`config.mk`:
```
export PLATFORM = sky130hd
export DESIGN_NAME = id_ex_stage
export DESIGN_NICKNAME = d
export VERILOG_FILES = /design/src/rtl/id_ex_stage.sv
export SDC_FILE = /design/constraint.sdc
export NUM_CORES = 1
export LEC_CHECK = 0
export BUFFER_PORTS_ARGS = -buffer_cell sky130_fd_sc_hd__clkbuf_2
export CAP_MARGIN = 40
export CORE_AREA = 2 2 129 131
export CTS_CLUSTER_SIZE = 10
export DETAILED_ROUTE_END_ITERATION = 8
export DIE_AREA = 0 0 131 133
export PLACE_DENSITY = 0.68
export SYNTH_ARGS = -nofsm -noshare
export SYNTH_HDL_FRONTEND = slang
export SYNTH_SLANG_ARGS = --single-unit
export TNS_END_PERCENT = 20
```
`constraint.sdc`:
```
create_clock -name clk -period 2.6 [get_ports clk]
set_input_delay 0.52 -clock clk [delete_from_list [all_inputs] [get_ports clk]]
set_output_delay 0.52 -clock clk [all_outputs]
set_load 0.02 [all_outputs]
```
`src/rtl/id_ex_stage.sv`:
```
// ID/EX pipeline register with load-use hazard detection, flush/hold handling
// and a saturating count of inserted load-use bubbles.
module id_ex_stage #(
  parameter int CNT_W = 16
) (
  input  logic             clk,
  input  logic             rst,
  input  logic             id_valid,
  input  logic [7:0]       id_ctrl,
  input  logic [31:0]      id_pc,
  input  logic [31:0]      id_rs1_data,
  input  logic [31:0]      id_rs2_data,
  input  logic [31:0]      id_imm,
  input  logic [14:0]      id_regs,
  input  logic [3:0]       id_funct,
  input  logic             flush,
  input  logic             ex_hold,
  output logic             stall,
  output logic             ex_valid,
  output logic [7:0]       ex_ctrl,
  output logic [31:0]      ex_pc,
  output logic [31:0]      ex_rs1_data,
  output logic [31:0]      ex_rs2_data,
  output logic [31:0]      ex_imm,
  output logic [14:0]      ex_regs,
  output logic [3:0]       ex_funct,
  output logic [CNT_W-1:0] bubble_count
);

  logic             valid_q, valid_d;
  logic [7:0]       ctrl_q, ctrl_d;
  logic [31:0]      pc_q, pc_d;
  logic [31:0]      rs1_q, rs1_d;
  logic [31:0]      rs2_q, rs2_d;
  logic [31:0]      imm_q, imm_d;
  logic [14:0]      regs_q, regs_d;
  logic [3:0]       funct_q, funct_d;
  logic [CNT_W-1:0] cnt_q, cnt_d;

  logic [4:0] ex_rd_s;
  logic       load_use_s;

  // A load in EX (MemRead) writing a nonzero rd that ID reads forces one bubble.
  assign ex_rd_s    = regs_q[4:0];
  assign load_use_s = id_valid & valid_q & ctrl_q[5] & (ex_rd_s != 5'd0) &
                      ((ex_rd_s == id_regs[14:10]) | (ex_rd_s == id_regs[9:5]));
  assign stall      = ~flush & (load_use_s | ex_hold);

  // Next-state selection: flush > hold > load-use bubble > capture.
  always_comb begin
    valid_d = valid_q;
    ctrl_d  = ctrl_q;
    pc_d    = pc_q;
    rs1_d   = rs1_q;
    rs2_d   = rs2_q;
    imm_d   = imm_q;
    regs_d  = regs_q;
    funct_d = funct_q;
    cnt_d   = cnt_q;
    if (flush || (!ex_hold && load_use_s)) begin
      valid_d = 1'b0;
      ctrl_d  = 8'd0;
      pc_d    = 32'd0;
      rs1_d   = 32'd0;
      rs2_d   = 32'd0;
      imm_d   = 32'd0;
      regs_d  = 15'd0;
      funct_d = 4'd0;
      if (!flush && (cnt_q != {CNT_W{1'b1}})) begin
        cnt_d = cnt_q + CNT_W'(1);
      end else begin
        cnt_d = cnt_q;
      end
    end else if (ex_hold) begin
      valid_d = valid_q;
      ctrl_d  = ctrl_q;
    end else begin
      valid_d = id_valid;
      ctrl_d  = id_valid ? id_ctrl : 8'd0;
      pc_d    = id_pc;
      rs1_d   = id_rs1_data;
      rs2_d   = id_rs2_data;
      imm_d   = id_imm;
      regs_d  = id_regs;
      funct_d = id_funct;
    end
  end

  // Pipeline register with synchronous reset.
  always_ff @(posedge clk) begin
    if (rst) begin
      valid_q <= 1'b0;
      ctrl_q  <= 8'd0;
      pc_q    <= 32'd0;
      rs1_q   <= 32'd0;
      rs2_q   <= 32'd0;
      imm_q   <= 32'd0;
      regs_q  <= 15'd0;
      funct_q <= 4'd0;
      cnt_q   <= '0;
    end else begin
      valid_q <= valid_d;
      ctrl_q  <= ctrl_d;
      pc_q    <= pc_d;
      rs1_q   <= rs1_d;
      rs2_q   <= rs2_d;
      imm_q   <= imm_d;
      regs_q  <= regs_d;
      funct_q <= funct_d;
      cnt_q   <= cnt_d;
    end
  end

  assign ex_valid     = valid_q;
  assign ex_ctrl      = ctrl_q;
  assign ex_pc        = pc_q;
  assign ex_rs1_data  = rs1_q;
  assign ex_rs2_data  = rs2_q;
  assign ex_imm       = imm_q;
  assign ex_regs      = regs_q;
  assign ex_funct     = funct_q;
  assign bubble_count = cnt_q;

endmodule

```
==> results.toml, run 1 <==
[synth]
syn_inst = 483
post_synth_main_area_contributors = "dfxtp_1 59%, a22o_1 22%, buf_6 1.9%, xnor2_1 1.5%, a32o_1 1.4%"
yosys.area_share.simple = 0.0628
synth_area_um2 = 5820
postSynthNetCount = 644
synth-adder-area-share = 0.00215
synth-seq-area-share = 0.592
post_synth_mux_area_share = 0.00774
synth.top_cell.area_share = 0.592
avgSynthCellArea_um2 = 12.0
synth_cell_type_count = 37
synth.ff_latch_count = 172
synth-compound-area-share = 0.274
synthXorXnorAreaFrac = 0.0151
ys.warnings.count = 0
yosysTopAreaCell = "dfxtp_1"
dominant_combinational_cell_family_by_area_after_synthesis = "compound AO/OA/AOI/OAI gates"

[clock_network]
cts.reportedPaths.clkPinSlew_ns = 0.08
cts-root-buf = "clkbuf_16"
cts_tree = "done"
clock_sinks = 172
clock_insertion_delay_worst_skew_ns = 0.42
cts.htree.levels = 4
number_of_buffers_added_by_the_clock_tree_synthesis_step = 17
cts_buffer_depth = 2

[cells_and_area]
share_of_cells_above_drive_strength_1 = 0.474
insertedDiodeCount = 0
nets = 966
instances_no_fill = 1038
syn2layout_area_growth_pct = 42.1

[drt]
post-route-drc-count = 0
routed-via-count = 5191
via_cell_ratio = 5.00
detail-route-antenna-nets = 0
dr.pass1.iters = 5
routed_wirelength_mm = 16.9
wire_per_inst_um = 16.3
drt-initial-drc-count = 362

[sta]
max_clock_freq_mhz = 398
clock_skew_ns = 0.0105
timing.final.setup_violations = 0
setup_repair_after_global_routing_missed_its_margin = "no"
hold_viol_final = 0
drv_slew = 0
relSlewSlack = 0.502
finalWorstPathRequiredPeriod_ns = 2.51
tightestPinTransition_ns = 0.747
post_route_clock_period_utilization = 0.965
fin_setup_tns_ns = 0

[power]
ir_drop_v = 0.000431
share_seq_of_total_power = 0.471
combPwrFrac = 0.084
internal_power_w = 0.00440
power.leakage_nw = 3.86
powerDensity_nw_per_um2 = 708
power_frac_clock = 0.444
power.switching_fraction = 0.249
p_sw_w = 0.00146

[global_routing]
grt_max_degree = 97
vias_in_the_first_global_route = 4755
initial_antenna_violation_count = 0
grt_util_all_layers = 0.183
grt.met3_usage = 0.0534
globalRouteMet1Util = 0.238
grt.met2_usage = 0.285
grt-ovfl-total = 0
first_pass_grt_wire_length_mm = 25.0
grt.busiest_layer = "met2"

[placement]
dp.final_hpwl_mm = 11.8
gpl.final_weighted_congestion = 0.756
place_inst = 1005
port-buffer-count = 332

[floorplanning]
die_height_um = 133
floorplan.io_pins = 333
die_width_um = 131
placeableCoreArea_um2 = 16200
initial_utilization = 0.360
rows = 47
design.die.area_um2 = 17400

[worst_setup_path]
worstPathArrival_ns = 1.99
rr_worst_depth = 6
timing.critical_path.required_ns = 2.08
worst-setup-path-type = "register to output port"
regToRegStartpoint = "ex_regs[1]"
worst_r2r_endpoint = "ex_rs2_data[21]"
regToRegSetupSlack_ns = 0.18
critPathLaunchType = "register"
crit_fanout = 10
worst_setup_path_end_kind = "output port"

[min_path]
min_to = "ex_pc[16]"
worstHoldStart = "id_pc[16]"
whs_path_depth = 2
kind_of_path_behind_the_tightest_hold_check = "input port to register"

[run]
cap_viol_max_count = 0

[outcome]
status = "complete, no violations"
==> cell type report <==
type | instances | area [um2]
inverter | 4 | 15.0
fill | 1490 | 7910
timing repair buffer | 344 | 1800
clock buffer | 18 | 429
sequential | 172 | 3450
tap | 220 | 275
multi-input combinational | 266 | 2120
clock inverter | 14 | 178
==> metrics by stage <==
stage | utilization | area, um2 | power (W) | hold slack (ns) | setup slack, ns
after floorplan | - | 5820 | 0.00307 | 0.553 | 0.514
after global placement | 0.472 | 7640 | 0.00331 | 0.448 | 0.281
after detailed placement | 0.472 | 7640 | 0.00331 | 0.453 | 0.275
after CTS | 0.510 | 8250 | 0.00592 | 0.288 | 0.0129
after global routing | 0.511 | 8270 | 0.00607 | 0.287 | 0.0113
final | 0.511 | 8270 | 0.00586 | 0.311 | 0.0900
==> worst max path at each step <==
| stage | from | end | slack (ns) | cells past startpoint |
|---|---|---|---|---|
| 6_report | ex_regs[1] | stall | 0.09 | 6 |
| 3_5_place_dp | id_regs[5] | ex_rs2_data[16] | 0.28 | 7 |
| 3_3_place_gp | id_regs[5] | ex_pc[20] | 0.28 | 7 |
| 2_1_floorplan | id_valid | stall | 0.51 | 6 |
| 4_1_cts | ex_regs[1] | stall | 0.01 | 6 |
| 5_1_grt | ex_regs[1] | stall | 0.01 | 6 |
==> flip-flops by register name, indices dropped and copies added, names as in the netlist, 4 cells and up <==
register and flops:
ex_imm 32, ex_pc 32, ex_rs1_data 32, ex_rs2_data 32
bubble_count 16, ex_regs 15, ex_ctrl 8, ex_funct 4
==> Yosys cell counts, drive strengths merged <==
| cell type | n |
|---|---|
| dfxtp | 172 |
| a22o | 148 |
| clkbuf | 21 |
| buf | 20 |
| nand3 | 11 |
| a21oi | 10 |
| xnor2 | 10 |
| a32o | 8 |
| nand4 | 8 |
| nor2 | 8 |
| or4 | 8 |
| nand2 | 7 |
| o31ai | 7 |
| nor2b | 5 |
| nor3 | 5 |
| and3 | 4 |
| inv | 4 |
| mux2 | 4 |
| o21ai | 4 |
| nor4 | 3 |
| or3 | 3 |
| o31a | 2 |
| a2111oi | 1 |
| and4 | 1 |
| ha | 1 |
| nor3b | 1 |
| o21a | 1 |
| o21ba | 1 |
| o21bai | 1 |
| o22a | 1 |
| o22ai | 1 |
| o41ai | 1 |
| or3b | 1 |
==> metal layers <==
layer | part of all wire | vias up
met1 | 0.43 | 2433
met2 | 0.48 | 217
li1 | - | 2514
met3 | 0.071 | 27
met5 | 0 | -
met4 | 0.019 | 0
==> cells in the final DEF (no fill, tap or decap), drive strengths merged, types with 2 or more instances in the layout <==
cell / n
o31a: 2
xnor2: 10
nand4: 8
nor4: 3
bufinv: 2
nand2: 7
nor3: 5
buf: 12
o21ai: 4
inv: 11
dfxtp: 172
or4: 8
a22o: 148
mux2: 4
clkinvlp: 4
o31ai: 7
nand3: 11
nor2b: 5
nor2: 8
a21oi: 10
and3: 4
or3: 3
a32o: 8
clkbuf: 350
==> critical path: stages, from the launching register on <==
cell	delay [ns]
dfxtp_2	0.35
or4_4	0.54
o21a_1	0.20
buf_4	0.18
a21oi_2	0.11
nor2_1	0.05
clkbuf_2	0.15
==> cell families after synthesis <==
| group | count (synthesis) |
|---|---|
| compound gates | 186 |
| fa+ha+maj | 1 |
| flops | 172 |
| buf+inv | 45 |
| mux | 4 |
| xor+xnor | 10 |
| simple gates | 65 |
==> what timing repair did <==
action / 4_1_cts / 5_1_grt
buffers inserted: 1 / 0
resized for setup: 0 / 5
pin swaps: 0 / 0
endpoints found under the setup margin: 1 / 1
hold buffers: 0 / 0
==> power groups by stage <==
| stage | combinational [W] | clock (W) | sequential [W] |
|---|---|---|---|
| finish | 0.000494 | 0.00260 | 0.00276 |
| global route | 0.000530 | 0.00277 | 0.00277 |
| CTS | 0.000496 | 0.00267 | 0.00276 |
| detailed placement | 0.000495 | 0 | 0.00282 |
| global placement | 0.000488 | 0 | 0.00282 |
| floorplan | 0.000163 | 0 | 0.00291 |
Note: power is estimated with default switching activity, not from simulation.
==> run 2, diff against run 1 <==
--- a/config.mk
+++ b/config.mk
@@ -7,11 +7,15 @@
 export LEC_CHECK = 0
 export BUFFER_PORTS_ARGS = -buffer_cell sky130_fd_sc_hd__clkbuf_2
 export CAP_MARGIN = 40
-export CORE_AREA = 2 2 129 131
+export CELL_PAD_IN_SITES_DETAIL_PLACEMENT = 1
+export CELL_PAD_IN_SITES_GLOBAL_PLACEMENT = 1
+export CORE_MARGIN = 1.5
+export CORE_UTILIZATION = 32
 export CTS_CLUSTER_SIZE = 10
 export DETAILED_ROUTE_END_ITERATION = 8
-export DIE_AREA = 0 0 131 133
-export PLACE_DENSITY = 0.68
+export GPL_TIMING_DRIVEN = 0
+export HOLD_SLACK_MARGIN = 0.15
+export PLACE_DENSITY_LB_ADDON = 0.1
 export SYNTH_ARGS = -nofsm -noshare
 export SYNTH_HDL_FRONTEND = slang
 export SYNTH_SLANG_ARGS = --single-unit
==> run 2 against run 1 <==
Compared with the run above: cell area increased by 1.2%; maximum frequency increased by 0.95%; sequential cell count stayed put; clock power is essentially flat; via count up 4.4%; first-iteration DRC count fell by 43%; wire length increased by 21%; critical endpoint unchanged.
==> results.toml, run 2 (synthesis gave the netlist of run 1 again) <==
[floorplanning]
design.die.area_um2 = 19000
floorplan.io_pins = 333
die_width_um = 138
placeableCoreArea_um2 = 17900
initial_utilization = 0.325
rows = 49
die_height_um = 138

[clock_network]
cts.reportedPaths.clkPinSlew_ns = 0.07
cts.htree.levels = 4
number_of_buffers_added_by_the_clock_tree_synthesis_step = 17
cts-root-buf = "clkbuf_16"
cts_buffer_depth = 2
clock_sinks = 172
cts_tree = "done"
clock_insertion_delay_worst_skew_ns = 0.42

[drt]
routed_wirelength_mm = 20.4
top_layer = "met4"
wl_met2_mm = 10.1
routed-via-count = 5420
detail-route-antenna-nets = 0
detailroute.wirelength.met3_mm = 1.65
via_cell_ratio = 5.06
post-route-drc-count = 0
dr.pass1.iters = 4
wire_per_inst_um = 19.0
drt-initial-drc-count = 207
m1WireLength_mm = 8.13

[cells_and_area]
syn2layout_area_growth_pct = 43.8
insertedDiodeCount = 0
layout.cells.most_common_list = "331 x clkbuf_2, 169 x dfxtp_1, 148 x a22o_1, 21 x clkbuf_1, 17 x clkbuf_16"
layout_commonest_cell = "clkbuf_2"
final_instance_area_um2 = 8360
nFillCells = 2073
share_of_cells_above_drive_strength_1 = 0.465
fin_util = 0.467
nets = 993

[worst_setup_path]
crit_fanout = 11
worst_setup_path_end_kind = "output port"
worstPathArrival_ns = 1.97
timing.critical_path.required_ns = 2.08
critPathLaunchType = "register"
worst-setup-path-type = "register to output port"

[power]
combPwrFrac = 0.089
power_w = 0.00585
p_sw_w = 0.00143
power.switching_fraction = 0.244
ir_drop_v = 0.000425
power_frac_clock = 0.439
internal_power_w = 0.00442
powerDensity_nw_per_um2 = 699
share_seq_of_total_power = 0.472
power.leakage_nw = 3.91

[placement]
dpl-instance-area_um2 = 7760
gpl.final_weighted_congestion = 0.817
port-buffer-count = 331
post-place-ws_ns = 0.0936
dp.final_hpwl_mm = 15.5

[sta]
hold_viol_final = 0
finalWorstPathRequiredPeriod_ns = 2.49
tightestPinTransition_ns = 0.662
fin_setup_tns_ns = 0
timing.final.ws_setup_ns = 0.114
post_route_clock_period_utilization = 0.956
clock_skew_ns = 0.0116
max_clock_freq_mhz = 402
drv_slew = 0
setup_repair_after_global_routing_missed_its_margin = "no"
relSlewSlack = 0.559
timing.final.setup_violations = 0

[outcome]
status = "complete, no violations"

[global_routing]
initial_antenna_violation_count = 0
grt_max_degree = 17
first_pass_grt_wire_length_mm = 29.5
vias_in_the_first_global_route = 5583
grt-ovfl-total = 0
grt_util_all_layers = 0.204

[run]
cap_viol_max_count = 0

[min_path]
kind_of_path_behind_the_tightest_hold_check = "input port to register"
[run 2: routing by layer]
metal,vias to the layer above,track usage
met5,-,0
met4,0,0.0822
met3,30,0.0809
met2,219,0.348
met1,2599,0.229
li1,2572,-
[run 2: worst paths after layout]
path / startpoint / cells past startpoint / end / slack (ns)
max: ex_regs[1] / 5 / stall / 0.11
min: id_rs1_data[3] / 2 / ex_rs1_data[3] / 0.31
max reg2reg: ex_regs[4] / 7 / bubble_count[1] / 0.31
min reg2reg: ex_ctrl[0] / 1 / ex_ctrl[0] / 0.47
[run 2: timing repair]
action                     4_1_cts  5_1_grt
gates resized for setup          4        3
setup endpoints to repair        1        1
buffers inserted                 0        0
pin swaps                        0        0
hold buffers                     0        0
[run 2: cell type report]
| type | count | area [um2] | share of cell area |
|---|---|---|---|
| timing repair buffer | 331 | 1660 | 0.198 |
| sequential | 172 | 3450 | 0.412 |
| buffer | 40 | 250 | 0.0299 |
| inverter | 4 | 15.0 | 0.00180 |
| multi-input combinational | 266 | 2120 | 0.254 |
| clock buffer | 19 | 453 | 0.0542 |
| tap | 229 | 287 | 0.0343 |
| clock inverter | 11 | 135 | 0.0162 |
[run 2: worst max-delay path, cell delays in order (launching register included)]
cell,delay (ns)
dfxtp_2,0.35
or4_4,0.55
o21a_4,0.27
a21oi_1,0.14
nor2_1,0.06
clkbuf_2,0.17
[run 2: stage by stage]
stage          std cells  hold slack, ns
5_1_grt             1072           0.287
2_1_floorplan        483           0.553
3_5_place_dp        1043           0.455
3_3_place_gp        1043           0.452
4_1_cts             1072           0.295
6_report            1072           0.313
[run 2: power by group through the flow]
stage | registers, W | logic (W) | clock network, W
detailed placement | 0.00282 | 0.000519 | 0
global placement | 0.00282 | 0.000504 | 0
floorplan | 0.00291 | 0.000163 | 0
finish | 0.00276 | 0.000518 | 0.00257
CTS | 0.00276 | 0.000523 | 0.00262
global route | 0.00277 | 0.000560 | 0.00274
